`config.mk`:
```
export PLATFORM = sky130hd
export DESIGN_NAME = note_mapper
export DESIGN_NICKNAME = d
export VERILOG_FILES = /design/src/rtl/note_pkg.sv /design/src/rtl/note_bound_rom.sv /design/src/rtl/note_mapper.sv
export SDC_FILE = /design/constraint.sdc
export NUM_CORES = 1
export LEC_CHECK = 0
export ABC_CLOCK_PERIOD_IN_PS = 5670
export BUFFER_PORTS_ARGS = -buffer_cell sky130_fd_sc_hd__buf_2
export CAP_MARGIN = 15
export CORE_MARGIN = 5
export CORE_UTILIZATION = 41
export CTS_BUF_LIST = sky130_fd_sc_hd__clkbuf_8
export DETAILED_ROUTE_END_ITERATION = 16
export GPL_ROUTABILITY_DRIVEN = 0
export HOLD_SLACK_MARGIN = 0.03
export SLEW_MARGIN = 0
export SYNTH_ARGS = -nofsm -noshare
export SYNTH_HDL_FRONTEND = slang
export SYNTH_SLANG_ARGS = --single-unit
```
`constraint.sdc`:
```
create_clock -name clk -period 5.67 [get_ports clk]
set_input_delay 1.134 -clock clk [delete_from_list [all_inputs] [get_ports clk]]
set_output_delay 1.134 -clock clk [all_outputs]
set_load 0.02 [all_outputs]
```
`src/rtl/note_pkg.sv`:
```
// Shared constants, boundary table and FSM states for the note mapper.
package note_pkg;

  localparam int NUM_NOTES = 48;
  localparam logic [5:0] NOTE_NONE = 6'd63;

  // Lower edge of each note, C2..B5, plus the upper edge of B5
  localparam logic [10:0] BOUND [0:48] = '{
    11'd64,  11'd67,  11'd71,  11'd76,
    11'd80,  11'd85,  11'd90,  11'd95,
    11'd101, 11'd107, 11'd113, 11'd120,
    11'd127, 11'd135, 11'd143, 11'd151,
    11'd160, 11'd170, 11'd180, 11'd190,
    11'd202, 11'd214, 11'd226, 11'd240,
    11'd254, 11'd269, 11'd285, 11'd302,
    11'd320, 11'd339, 11'd359, 11'd381,
    11'd403, 11'd427, 11'd453, 11'd480,
    11'd508, 11'd539, 11'd571, 11'd605,
    11'd640, 11'd679, 11'd719, 11'd762,
    11'd807, 11'd855, 11'd906, 11'd960,
    11'd1017
  };

  typedef enum logic [1:0] {
    IDLE,
    SEARCH,
    REPORT
  } state_t;

endpackage

```
`src/rtl/note_bound_rom.sv`:
```
// Combinational index to note-boundary lookup.
module note_bound_rom
  import note_pkg::*;
(
  input  logic [5:0]  idx,
  output logic [10:0] bound
);

  always_comb begin
    bound = 11'h7ff;
    if (idx <= 6'(NUM_NOTES))
      bound = BOUND[idx];
  end

endmodule

```
`src/rtl/note_mapper.sv`:
```
// Maps decoded peak frequency to a chromatic note index by sequential search.
// Stability run counter is built only when NOTE_STABLE_EN is defined.
module note_mapper
  import note_pkg::*;
#(
  parameter int FREQ_W     = 17,
  parameter int STABLE_CNT = 3
) (
  input  logic              clk,
  input  logic              reset,
  input  logic [FREQ_W-1:0] frequency,
  input  logic              note_dec,
  output logic [5:0]        note_idx,
  output logic              note_valid,
  output logic              out_of_range,
  output logic              note_stable,
  output logic              busy
);

  state_t            state;
  logic              note_dec_q;
  logic [FREQ_W-1:0] freq_q;
  logic [5:0]        idx;
  logic [10:0]       bound;
  logic              start;
  logic              below;
  logic              done;

  note_bound_rom u_rom (
    .idx   (idx),
    .bound (bound)
  );

  assign start = note_dec & ~note_dec_q & (state == IDLE);
  assign below = freq_q < FREQ_W'(bound);
  assign done  = below | (idx == 6'(NUM_NOTES));
  assign busy  = state != IDLE;

  always_ff @(posedge clk or posedge reset) begin
    if (reset) begin
      state        <= IDLE;
      note_dec_q   <= 1'b0;
      freq_q       <= '0;
      idx          <= '0;
      note_idx     <= NOTE_NONE;
      note_valid   <= 1'b0;
      out_of_range <= 1'b0;
    end else begin
      note_dec_q <= note_dec;
      note_valid <= 1'b0;
      unique case (state)
        IDLE: begin
          if (start) begin
            freq_q <= frequency;
            idx    <= '0;
            state  <= SEARCH;
          end
        end
        SEARCH: begin
          if (done) begin
            state      <= REPORT;
            note_valid <= 1'b1;
            if (below && idx != 6'd0) begin
              note_idx     <= idx - 6'd1;
              out_of_range <= 1'b0;
            end else begin
              note_idx     <= NOTE_NONE;
              out_of_range <= 1'b1;
            end
          end else begin
            idx <= idx + 6'd1;
          end
        end
        REPORT:  state <= IDLE;
        default: state <= IDLE;
      endcase
    end
  end

`ifdef NOTE_STABLE_EN
  localparam logic [3:0] RUN_MAX = 4'(STABLE_CNT);

  logic [3:0] run;
  logic [5:0] prev_idx;

  always_ff @(posedge clk or posedge reset) begin
    if (reset) begin
      run      <= '0;
      prev_idx <= NOTE_NONE;
    end else if (state == REPORT) begin
      if (note_idx == prev_idx && note_idx != NOTE_NONE) begin
        if (run < RUN_MAX)
          run <= run + 4'd1;
      end else begin
        run      <= (note_idx == NOTE_NONE) ? 4'd0 : 4'd1;
        prev_idx <= note_idx;
      end
    end
  end

  assign note_stable = run >= RUN_MAX;
`else
  always_ff @(posedge clk or posedge reset) begin
    if (reset)
      note_stable <= 1'b0;
    else if (state == REPORT)
      note_stable <= note_idx != NOTE_NONE;
  end
`endif

endmodule

```
==> flow_summary.json, run 1 <==
{
  "detail_route.wl_per_cell_um": 15.7,
  "antenna_cells": 0,
  "final.hold.worst_slack_ps": 489,
  "crit_path_max_fanout": 11,
  "power.density_cell_area_nw_per_um2": 616,
  "rr_worst_depth": 12,
  "worstReg2RegStart": "idx[0]$_DFFE_PP0P_",
  "remaining_drc_errors": 0,
  "postRouteWirelength_um": 5670,
  "synth_async_sr_flop_share": 1.00,
  "design_power_total_w": 0.00171,
  "worstSetupEndpointType": "register",
  "swShare": 0.461,
  "floorplan.die.width_um": 88.0,
  "area_growth_syn_to_layout_pct": 11.5,
  "setup-violations-final": 0,
  "floorplan.core_area_um2": 5920,
  "finalMaxSlewViolations": 0,
  "worstPathBufferInverterCount": 2,
  "worst_pin_slew_ps": 797,
  "die_h_um": 88.0,
  "timing.reg2reg.setup_slack_ps": 1650,
  "place.detailed.hpwl_um": 4210,
  "timing.hold.worst.class": "register to register",
  "first_global_vias": 2087,
  "p_int_w": 0.000922,
  "syn_nets": 302,
  "clock_skew_ps": 8.30,
  "avgSynthCellArea_um2": 9.51,
  "relSlewSlack": 0.465,
  "final_antenna_net_count": 0,
  "critical_path.startpoint_type": "register",
  "final_nets": 326,
  "synthCells": 262,
  "critPathKind": "register to register",
  "boundaryPins": 30,
  "timing.critical_path.slowest_stage_cell": "dfrtp_1",
  "resized_gates_after_cts": 0,
  "tritoncts.num_buffers": 5,
  "die-area_um2": 7740,
  "setup-tns-final_ps": 0,
  "timing.critical_path.max_delay_family": "multiplexers",
  "synth_area_um2": 2490,
  "peak_supply_drop_mv": 0.258,
  "hold_path.startpoint": "out_of_range$_DFFE_PP0P_",
  "postCtsSetupRepairBufs": 0,
  "timing.hold.worst_endpoint": "out_of_range$_DFFE_PP0P_",
  "grt_pass1_wl_um": 9920,
  "cts_tree": "yes",
  "max_freq_ghz": 0.248,
  "ff_latch_area_um2": 883,
  "cts_root_buf": "clkbuf_8",
  "p_comb_frac": 0.604,
  "max_cap_viol_count": 0,
  "power.leakage_nw": 1.19,
  "hold_viol_final": 0,
  "overflow_after_grt": 0,
  "yosys_warnings": 0,
  "ys_seq_elements": 35,
  "cts.sinks": 35,
  "worst_ep_arrival_time_ps": 4200,
  "layout_worst_path_cycle_share": 0.710,
  "drt_pass1_iterations": 4,
  "yosysSeqAreaShare": 0.355,
  "clock_insertion_delay_worst_skew_ps": 290,
  "synth_enable_flop_cells": 0,
  "layout.filler_cells": 555,
  "port_buffers": 29,
  "floorplan.rows": 28,
  "cts_max_level": 2,
  "hold_path_depth": 1,
  "netlist-cell-type-count": 53,
  "dominantRegCellSynth": "dfrtp_1",
  "outcome": "finished, final reports clean",
  "ctsLongestPathBuffers": 2,
  "crit_path_cell_trace": "clkinv_1 -> ha_1 -> inv_1 -> mux4_2 -> mux4_2 -> ha_1 -> nand2_1 -> nor3_1 -> o2111ai_2 -> o21ai_4 -> nand3_4 -> mux2_4",
  "finalCoreUtilization": 0.469,
  "clkPwrFrac": 0.108,
  "regToRegEndpoint": "idx[1]$_DFFE_PP0P_",
  "path_clk_slew_ps": 70,
  "worst_ep_required_time_ps": 5850,
  "rsz0062_at_grt": "no",
  "drt-initial-drc-count": 136,
  "vias_per_cell": 5.53,
  "switchingPower_w": 0.000787,
  "layout-drive-gt1-share": 0.275,
  "grt_use_total": 0.164,
  "route.vias.total": 2003,
  "cts-hold-fix-buffers": 0,
  "effective_utilization_at_floorplan": 0.421,
  "pin_count_of_the_biggest_net_entering_global_routing": 41,
  "timing.final.crit_period_ps": 4020,
  "multi_input_area_um2": 1490,
  "antenna_found_initial": 0,
  "cp_slowest_stage_delay_ps": 550,
  "seq_power_share": 0.288
}
worst reg2reg max path: stages (launching register included):
cell and delay (ps):
dfrtp_1 550, clkinv_1 350, ha_1 470, inv_1 100, mux4_2 450, mux4_2 460, ha_1 280, nand2_1 50
nor3_1 190, o2111ai_2 180, o21ai_4 360, nand3_4 150, mux2_4 330
registers in the layout (all words and copies together), names as in the netlist:
name	flops
note_idx	6
idx	6
freq_q	17
state	2
note_dec_q	1
note_valid	1
out_of_range	1
note_stable	1
final cells by class:
class | count | share of cell area
clock inverter | 2 | 0.00315
multi-input combinational | 200 | 0.537
tap | 75 | 0.0338
inverter | 11 | 0.0149
timing repair buffer | 33 | 0.0631
clock buffer | 6 | 0.0297
sequential | 35 | 0.318
logic make-up (layout without fill, tap and decap cells):
logic type / Yosys count / count (layout) / synth area share
muxes: 24 / 24 / 0.124
adders and majority gates: 20 / 20 / 0.100
DFF: 35 / 35 / 0.355
xor gates and xnor gates: 3 / 3 / 0.0105
and+or+nand+nor: 84 / 84 / 0.165
buffers and inverters: 27 / 52 / 0.0487
AOI/OAI and AO/OA: 69 / 69 / 0.197
how the worst max path moves through the flow:
stage	startpoint	to	slack, ps	cells after the start
3_3_place_gp	idx[0]$_DFFE_PP0P_	idx[0]$_DFFE_PP0P_	1790	12
2_1_floorplan	idx[0]$_DFFE_PP0P_	idx[0]$_DFFE_PP0P_	2110	13
5_1_grt	idx[0]$_DFFE_PP0P_	idx[1]$_DFFE_PP0P_	1370	12
6_report	idx[0]$_DFFE_PP0P_	idx[1]$_DFFE_PP0P_	1650	12
4_1_cts	idx[0]$_DFFE_PP0P_	idx[1]$_DFFE_PP0P_	1680	12
3_5_place_dp	idx[0]$_DFFE_PP0P_	idx[1]$_DFFE_PP0P_	1690	12
power groups by stage:
| stage | sequential (W) | clock, W | combinational [W] |
|---|---|---|---|
| after floorplan | 0.000484 | 0 | 0.000805 |
| after global placement | 0.000492 | 0 | 0.00103 |
| after detailed placement | 0.000498 | 0 | 0.00103 |
| after CTS | 0.000493 | 0.000191 | 0.00104 |
| after global routing | 0.000514 | 0.000204 | 0.00117 |
| final | 0.000492 | 0.000184 | 0.00103 |
per-layer routing:
layer | vias up | routed length (um) | GRT usage
met4 | 0 | 132 | 0.0697
met2 | 48 | 2590 | 0.249
met1 | 946 | 2690 | 0.229
met3 | 10 | 265 | 0.0273
met5 | - | 0 | 0
li1 | 999 | - | -
cell usage after synthesis (3+ instances only):
library cell | count | area share
mux2_2 | 17 | 0.077
o211ai_1 | 6 | 0.018
dfstp_2 | 6 | 0.063
buf_2 | 7 | 0.014
a31oi_1 | 6 | 0.015
nand2b_1 | 6 | 0.015
a21oi_1 | 18 | 0.036
dfrtp_1 | 29 | 0.29
clkbuf_1 | 4 | 0.0060
inv_1 | 8 | 0.012
buf_1 | 3 | 0.0045
xnor2_1 | 3 | 0.011
nor2_1 | 19 | 0.029
mux4_2 | 3 | 0.027
o22ai_1 | 5 | 0.013
nor3_1 | 4 | 0.0080
ha_1 | 20 | 0.10
nor2b_1 | 4 | 0.010
a211oi_1 | 3 | 0.0090
nand3_1 | 11 | 0.022
o21ai_0 | 10 | 0.020
nand2_1 | 28 | 0.042
o22a_1 | 5 | 0.018
layout by cell type, fill, tap and decap left out, types with 6 or more instances in the layout:
master | Yosys | routed
nand2_1 | 28 | 28
dfrtp_1 | 29 | 29
a21oi_1 | 18 | 18
o21ai_0 | 10 | 10
clkbuf_8 | 0 | 6
inv_1 | 8 | 9
nand3_1 | 11 | 11
o211ai_1 | 6 | 6
nand2b_1 | 6 | 6
nor2_1 | 19 | 19
a31oi_1 | 6 | 6
dfstp_2 | 6 | 6
ha_1 | 20 | 20
buf_2 | 7 | 29
mux2_2 | 17 | 17
metrics by stage:
| step | area, um2 | cells | setup WS, ps |
|---|---|---|---|
| after floorplan | 2490 | 262 | 2110 |
| after global placement | 2690 | 354 | 1790 |
| after detailed placement | 2690 | 354 | 1690 |
| after CTS | 2780 | 362 | 1680 |
| after global routing | 2780 | 362 | 1370 |
| final | 2780 | 362 | 1650 |
Note: power is estimated with default switching activity, not from simulation.
==> run 2, diff against run 1 <==
Settings changed: ABC_AREA set to 1, ABC_CLOCK_PERIOD_IN_PS 5670 to 3500.
Clock period 5.67 ns to 3.5 ns, I/O delays scaled along.
==> flow_summary.json, run 2 <==
{
  "synth_async_sr_flop_share": 1.00,
  "postCtsSetupRepairBufs": 0,
  "ys_top_cells_by_area": "dfrtp_1, nand2_1, ha_1",
  "synth-compound-area-share": 0.109,
  "drt_pass1_iterations": 4,
  "ys_seq_elements": 35,
  "synthAdderAreaFrac": 0.102,
  "place.detailed.hpwl_um": 4570,
  "synth_xor_area_frac": 0.0107,
  "largest_area_contributor_in_the_netlist": "dfrtp_1",
  "yosysSeqAreaShare": 0.360,
  "route.vias.total": 2206,
  "p_comb_frac": 0.557,
  "antenna_found_initial": 0,
  "die_h_um": 87.4,
  "worstSetupEndpointType": "register",
  "critPathKind": "register to register",
  "syn_nets": 344,
  "port_buffers": 29,
  "pin_count_of_the_biggest_net_entering_global_routing": 36,
  "postRouteWirelength_um": 5990,
  "layout.cells.most_common": "nand2_1",
  "layout-drive-gt1-share": 0.250,
  "cts_tree": "yes",
  "antenna_cells": 0,
  "cts_root_buf": "clkbuf_8",
  "synthCells": 304,
  "hold_viol_final": 0,
  "remaining_drc_errors": 0,
  "path_clk_slew_ps": 70,
  "power.density_cell_area_nw_per_um2": 824,
  "netlist-cell-type-count": 37,
  "overflow_after_grt": 0,
  "switchingPower_w": 0.00106,
  "power.leakage_nw": 1.42,
  "vias_per_cell": 5.32,
  "ctsLongestPathBuffers": 2,
  "largest_registers": "freq_q x17, idx x6, note_idx x6",
  "floorplan.rows": 28,
  "layout_worst_path_cycle_share": 0.897,
  "drt-initial-drc-count": 177,
  "max_cap_viol_count": 0,
  "crit_path_max_fanout": 7,
  "tritoncts.num_buffers": 5,
  "swShare": 0.461,
  "setup-violations-final": 0,
  "die-area_um2": 7640,
  "cts_max_level": 2,
  "synth_top_area_frac": 0.295,
  "p_int_w": 0.00124,
  "first_global_vias": 2150,
  "resized_gates_after_cts": 0,
  "synth_top_family_by_area": "simple AND/OR/NAND/NOR gates",
  "largest_register": "freq_q",
  "worst_pin_slew_ps": 549,
  "largest_reg_flops": 17,
  "setup-tns-final_ps": 0,
  "floorplan.die.width_um": 87.4,
  "critical_path.startpoint_type": "register",
  "grt_pass1_wl_um": 10100,
  "effective_utilization_at_floorplan": 0.417,
  "seq_power_share": 0.315,
  "yosys.cell_count.top_type": "nand2_1",
  "clkPwrFrac": 0.128,
  "cts.sinks": 35,
  "timing.final.crit_period_ps": 3140,
  "layout.cells.most_common_list": "nand2_1, dfrtp_1, buf_2",
  "post_synth_most_frequent_cells": "nand2_1, dfrtp_1, inv_1",
  "clock_skew_ps": 5.83,
  "boundaryPins": 30,
  "timing.hold.worst.class": "register to register",
  "max_freq_ghz": 0.318,
  "worst_ep_arrival_time_ps": 3370,
  "final_nets": 379,
  "post_synth_mux_area_share": 0.0734,
  "area_growth_syn_to_layout_pct": 13.9,
  "yosys_warnings": 0,
  "peak_supply_drop_mv": 0.378,
  "relSlewSlack": 0.634,
  "final_antenna_net_count": 0,
  "dominantRegCellSynth": "dfrtp_1",
  "cts-hold-fix-buffers": 0,
  "avgSynthCellArea_um2": 8.08,
  "synth_enable_flop_cells": 0,
  "finalMaxSlewViolations": 0,
  "rsz0062_at_grt": "no",
  "synth_simple_gate_area_share": 0.280,
  "detail_route.wl_per_cell_um": 14.4,
  "clock_insertion_delay_worst_skew_ps": 300,
  "grt_use_total": 0.169,
  "finalCoreUtilization": 0.475,
  "worst_ep_required_time_ps": 3730,
  "synth_area_um2": 2460,
  "outcome": "finished, final reports clean",
  "floorplan.core_area_um2": 5890
}
[run 2: area by class of cell]
type | count | area [um2]
Fill cell | 580 | 3090
Tap cell | 75 | 93.8
Clock buffer | 5 | 68.8
Sequential cell | 35 | 883
Clock inverter | 3 | 17.5
Timing Repair Buffer | 36 | 198
Inverter | 32 | 125
Multi-Input combinational cell | 229 | 1410
[run 2: logic make-up after synthesis]
group,Yosys count
and+or+nand+nor,147
AOI/OAI and AO/OA,43
buffers and inverters,40
DFF,35
adders and majority gates,20
muxes,16
xor gates and xnor gates,3
[run 2: power groups by stage]
stage / Clock (W) / Sequential [W] / Combinational (W)
detailed placement: 0 / 0.000735 / 0.00128
floorplan: 0 / 0.000769 / 0.000894
CTS: 0.000304 / 0.000730 / 0.00128
finish: 0.000295 / 0.000727 / 0.00128
global placement: 0 / 0.000733 / 0.00127
global route: 0.000321 / 0.000753 / 0.00145
[run 2: critical path, cell delays in order, from the launching register on]
cell and delay, ps:
dfrtp_1 390, inv_2 130, ha_1 240, inv_1 80, ha_1 230, or2_2 310
nand3_1 90, nand2_1 50, o21ai_0 90, inv_1 60, ha_1 270, nand2_1 70
nor2_1 100, nand4_1 140, nor2_1 190, nand2_4 110, nand2_4 100, nand3_4 110
nand2_2 180, nand2_1 70, nand2_1 70
[run 2: worst paths after layout]
| path | slack (ps) | depth (start not counted) | start | end |
|---|---|---|---|---|
| hold / removal | 480 | 2 | out_of_range$_DFFE_PP0P_ | out_of_range$_DFFE_PP0P_ |
| hold reg to reg | 480 | 2 | out_of_range$_DFFE_PP0P_ | out_of_range$_DFFE_PP0P_ |
| max in group asynchronous | 2670 | 3 | reset | note_idx[5]$_DFFE_PP1P_ |
| setup / recovery | 360 | 20 | idx[0]$_DFFE_PP0P_ | idx[4]$_DFFE_PP0P_ |
| setup reg to reg | 360 | 20 | idx[0]$_DFFE_PP0P_ | idx[4]$_DFFE_PP0P_ |
| min in group asynchronous | 500 | 3 | reset | note_valid$_DFF_PP0_ |
[run 2: routing by layer]
| metal | GRT usage | part of all wire | up-vias | wire (um) |
|---|---|---|---|---|
| met2 | 0.265 | 0.47 | 79 | 2820 |
| met4 | 0.0767 | 0.024 | 0 | 144 |
| li1 | - | - | 1096 | - |
| met3 | 0.0255 | 0.060 | 16 | 357 |
| met1 | 0.228 | 0.44 | 1015 | 2670 |
| met5 | 0 | 0 | - | 0 |
[run 2: metrics by stage]
step,hold WS (ps),setup WS (ps),cells,total power [W],area (um2)
5_1_grt,507,40.6,415,0.00253,2800
6_report,479,359,415,0.00230,2800
2_1_floorplan,480,637,304,0.00166,2460
4_1_cts,484,363,415,0.00231,2800
3_5_place_dp,465,396,407,0.00201,2710
3_3_place_gp,465,436,407,0.00200,2710
==> run 3, diff against run 2 <==
Settings changed: ABC_AREA 1 to not set.
==> flow_summary.json, run 3 (same netlist as run 1, synthesis figures left out) <==
{
  "crit_path_max_fanout": 11,
  "timing.critical_path.slowest_stage_cell": "dfrtp_1",
  "setup-violations-final": 0,
  "tritoncts.num_buffers": 5,
  "hold_viol_final": 0,
  "path_clk_slew_ps": 70,
  "layout-drive-gt1-share": 0.321,
  "largest_reg_flops": 17,
  "peak_supply_drop_mv": 0.414,
  "route.vias.total": 2085,
  "relSlewSlack": 0.500,
  "worstSetupEndpointType": "register",
  "timing.hold.worst.class": "register to register",
  "timing.critical_path.max_delay_family": "compound AO/OA/AOI/OAI gates",
  "worstPathBufferInverterCount": 1,
  "cp_slowest_stage_delay_ps": 590,
  "timing.hold.worst_endpoint": "out_of_range$_DFFE_PP0P_",
  "clock_skew_ps": 6.40,
  "grt_pass1_wl_um": 9960,
  "globalRouteMet2Util": 0.240,
  "timing.reg2reg.setup_slack_ps": 190,
  "finalMaxSlewViolations": 0,
  "hold_path.startpoint": "out_of_range$_DFFE_PP0P_",
  "drt-initial-drc-count": 191,
  "timing.final.crit_period_ps": 3310,
  "power.leakage_nw": 1.27,
  "vias_per_cell": 5.53,
  "final_nets": 341,
  "critPathKind": "register to register",
  "antenna_found_initial": 0,
  "setup-tns-final_ps": 0,
  "detail_route.wl_per_cell_um": 15.6,
  "overflow_after_grt": 0,
  "rsz0062_at_grt": "no",
  "largest_registers": "freq_q x17, idx x6, note_idx x6",
  "cts.sinks": 35,
  "placed_cells": 368,
  "power.density_cell_area_nw_per_um2": 1000,
  "remaining_drc_errors": 0,
  "regToRegEndpoint": "note_idx[1]$_DFFE_PP1P_",
  "area_growth_syn_to_layout_pct": 16.7,
  "critical_path.startpoint_type": "register",
  "layout_worst_path_cycle_share": 0.947,
  "cp.depth": 11,
  "drt_pass1_iterations": 4,
  "worst_pin_slew_ps": 749,
  "floorplan.die.width_um": 88.0,
  "cts_max_level": 2,
  "postRouteWirelength_um": 5900,
  "floorplan.rows": 28,
  "die-area_um2": 7740,
  "grt_busiest_layer": "met1",
  "largest_register": "freq_q",
  "crit_path_cell_trace": "clkinv_1 -> nand2_1 -> a31oi_1 -> mux4_2 -> ha_1 -> a21oi_1 -> o21ai_0 -> a211oi_2 -> o21ai_4 -> a211o_4 -> o22a_1",
  "max_freq_ghz": 0.302,
  "boundaryPins": 30,
  "hold_path_depth": 1,
  "effective_utilization_at_floorplan": 0.421,
  "cts_tree": "yes",
  "grt_use_total": 0.163,
  "pin_count_of_the_biggest_net_entering_global_routing": 23,
  "clock_insertion_delay_worst_skew_ps": 280,
  "grt_util_met3": 0.0273,
  "stdcell_count": 377,
  "port_buffers": 29,
  "rr_worst_depth": 11,
  "layout.cells.most_common_list": "dfrtp_1, buf_2, nand2_1",
  "place.detailed.hpwl_um": 4470,
  "max_cap_viol_count": 0,
  "ctsLongestPathBuffers": 2,
  "first_global_vias": 2021,
  "final_antenna_net_count": 0,
  "worst_ep_required_time_ps": 3710,
  "die_h_um": 88.0,
  "antenna_cells": 0,
  "floorplan.core_area_um2": 5920,
  "worst_ep_arrival_time_ps": 3520,
  "outcome": "finished, final reports clean",
  "met1_usage": 0.242,
  "worstReg2RegStart": "idx[3]$_DFFE_PP0P_",
  "cts_root_buf": "clkbuf_8"
}
run 3: cell types whose count changed in the layout (fill, tap and decap cells not counted), sizes merged, moves of 6 or more:
cell	before	now
a21oi	13	19
nand2b	0	6
nand3	23	12
nand2	83	28
buf	36	48
nand4	9	1
inv	31	10
run 3: worst max-delay path by stage:
stage,start,to,slack [ps]
finish,idx[3]$_DFFE_PP0P_,note_idx[1]$_DFFE_PP1P_,190
global route,idx[0]$_DFFE_PP0P_,note_idx[1]$_DFFE_PP1P_,10
CTS,idx[0]$_DFFE_PP0P_,idx[0]$_DFFE_PP0P_,110
detailed placement,idx[0]$_DFFE_PP0P_,idx[0]$_DFFE_PP0P_,140
global placement,idx[3]$_DFFE_PP0P_,note_idx[1]$_DFFE_PP1P_,140
floorplan,idx[1]$_DFFE_PP0P_,idx[0]$_DFFE_PP0P_,70
run 3: cell type report:
class	count	area [um2]
fillers	543	3010
clock inverters	2	8.76
multi-input cells	200	1510
clock buffers	6	82.6
well taps	75	93.8
inverters	11	42.5
flip-flops and latches	35	883
repair buffers	48	288
run 3: repair_timing:
| item | CTS | global route |
|---|---|---|
| setup endpoints to repair | 0 | 5 |
| hold buffers | 0 | 0 |
| resized for setup | 0 | 1 |
| buffers inserted | 0 | 1 |
run 3: layer usage:
| metal | share of wire | vias to the layer above |
|---|---|---|
| li1 | - | 1027 |
| met1 | 0.49 | 994 |
| met2 | 0.45 | 56 |
| met3 | 0.047 | 8 |
| met4 | 0.011 | 0 |
| met5 | 0 | - |
run 3: per-stage QoR:
step           hold slack [ps]   util  instance area, um2  total power (W)  setup WS [ps]
3_3_place_gp               472  0.474                2800          0.00259            142
4_1_cts                    498  0.489                2900          0.00291            110
3_5_place_dp               481  0.474                2800          0.00260            138
2_1_floorplan              487      -                2500          0.00211           68.3
6_report                   491  0.491                2910          0.00292            187
5_1_grt                    522  0.491                2910          0.00319           9.85
run 3: power breakdown:
| part | switching [W] | internal [W] |
|---|---|---|
| Clock | 0.000139 | 0.000156 |
| Sequential | 0.000142 | 0.000616 |
| Combinational | 0.00103 | 0.000829 |
| Total | 0.00132 | 0.00160 |
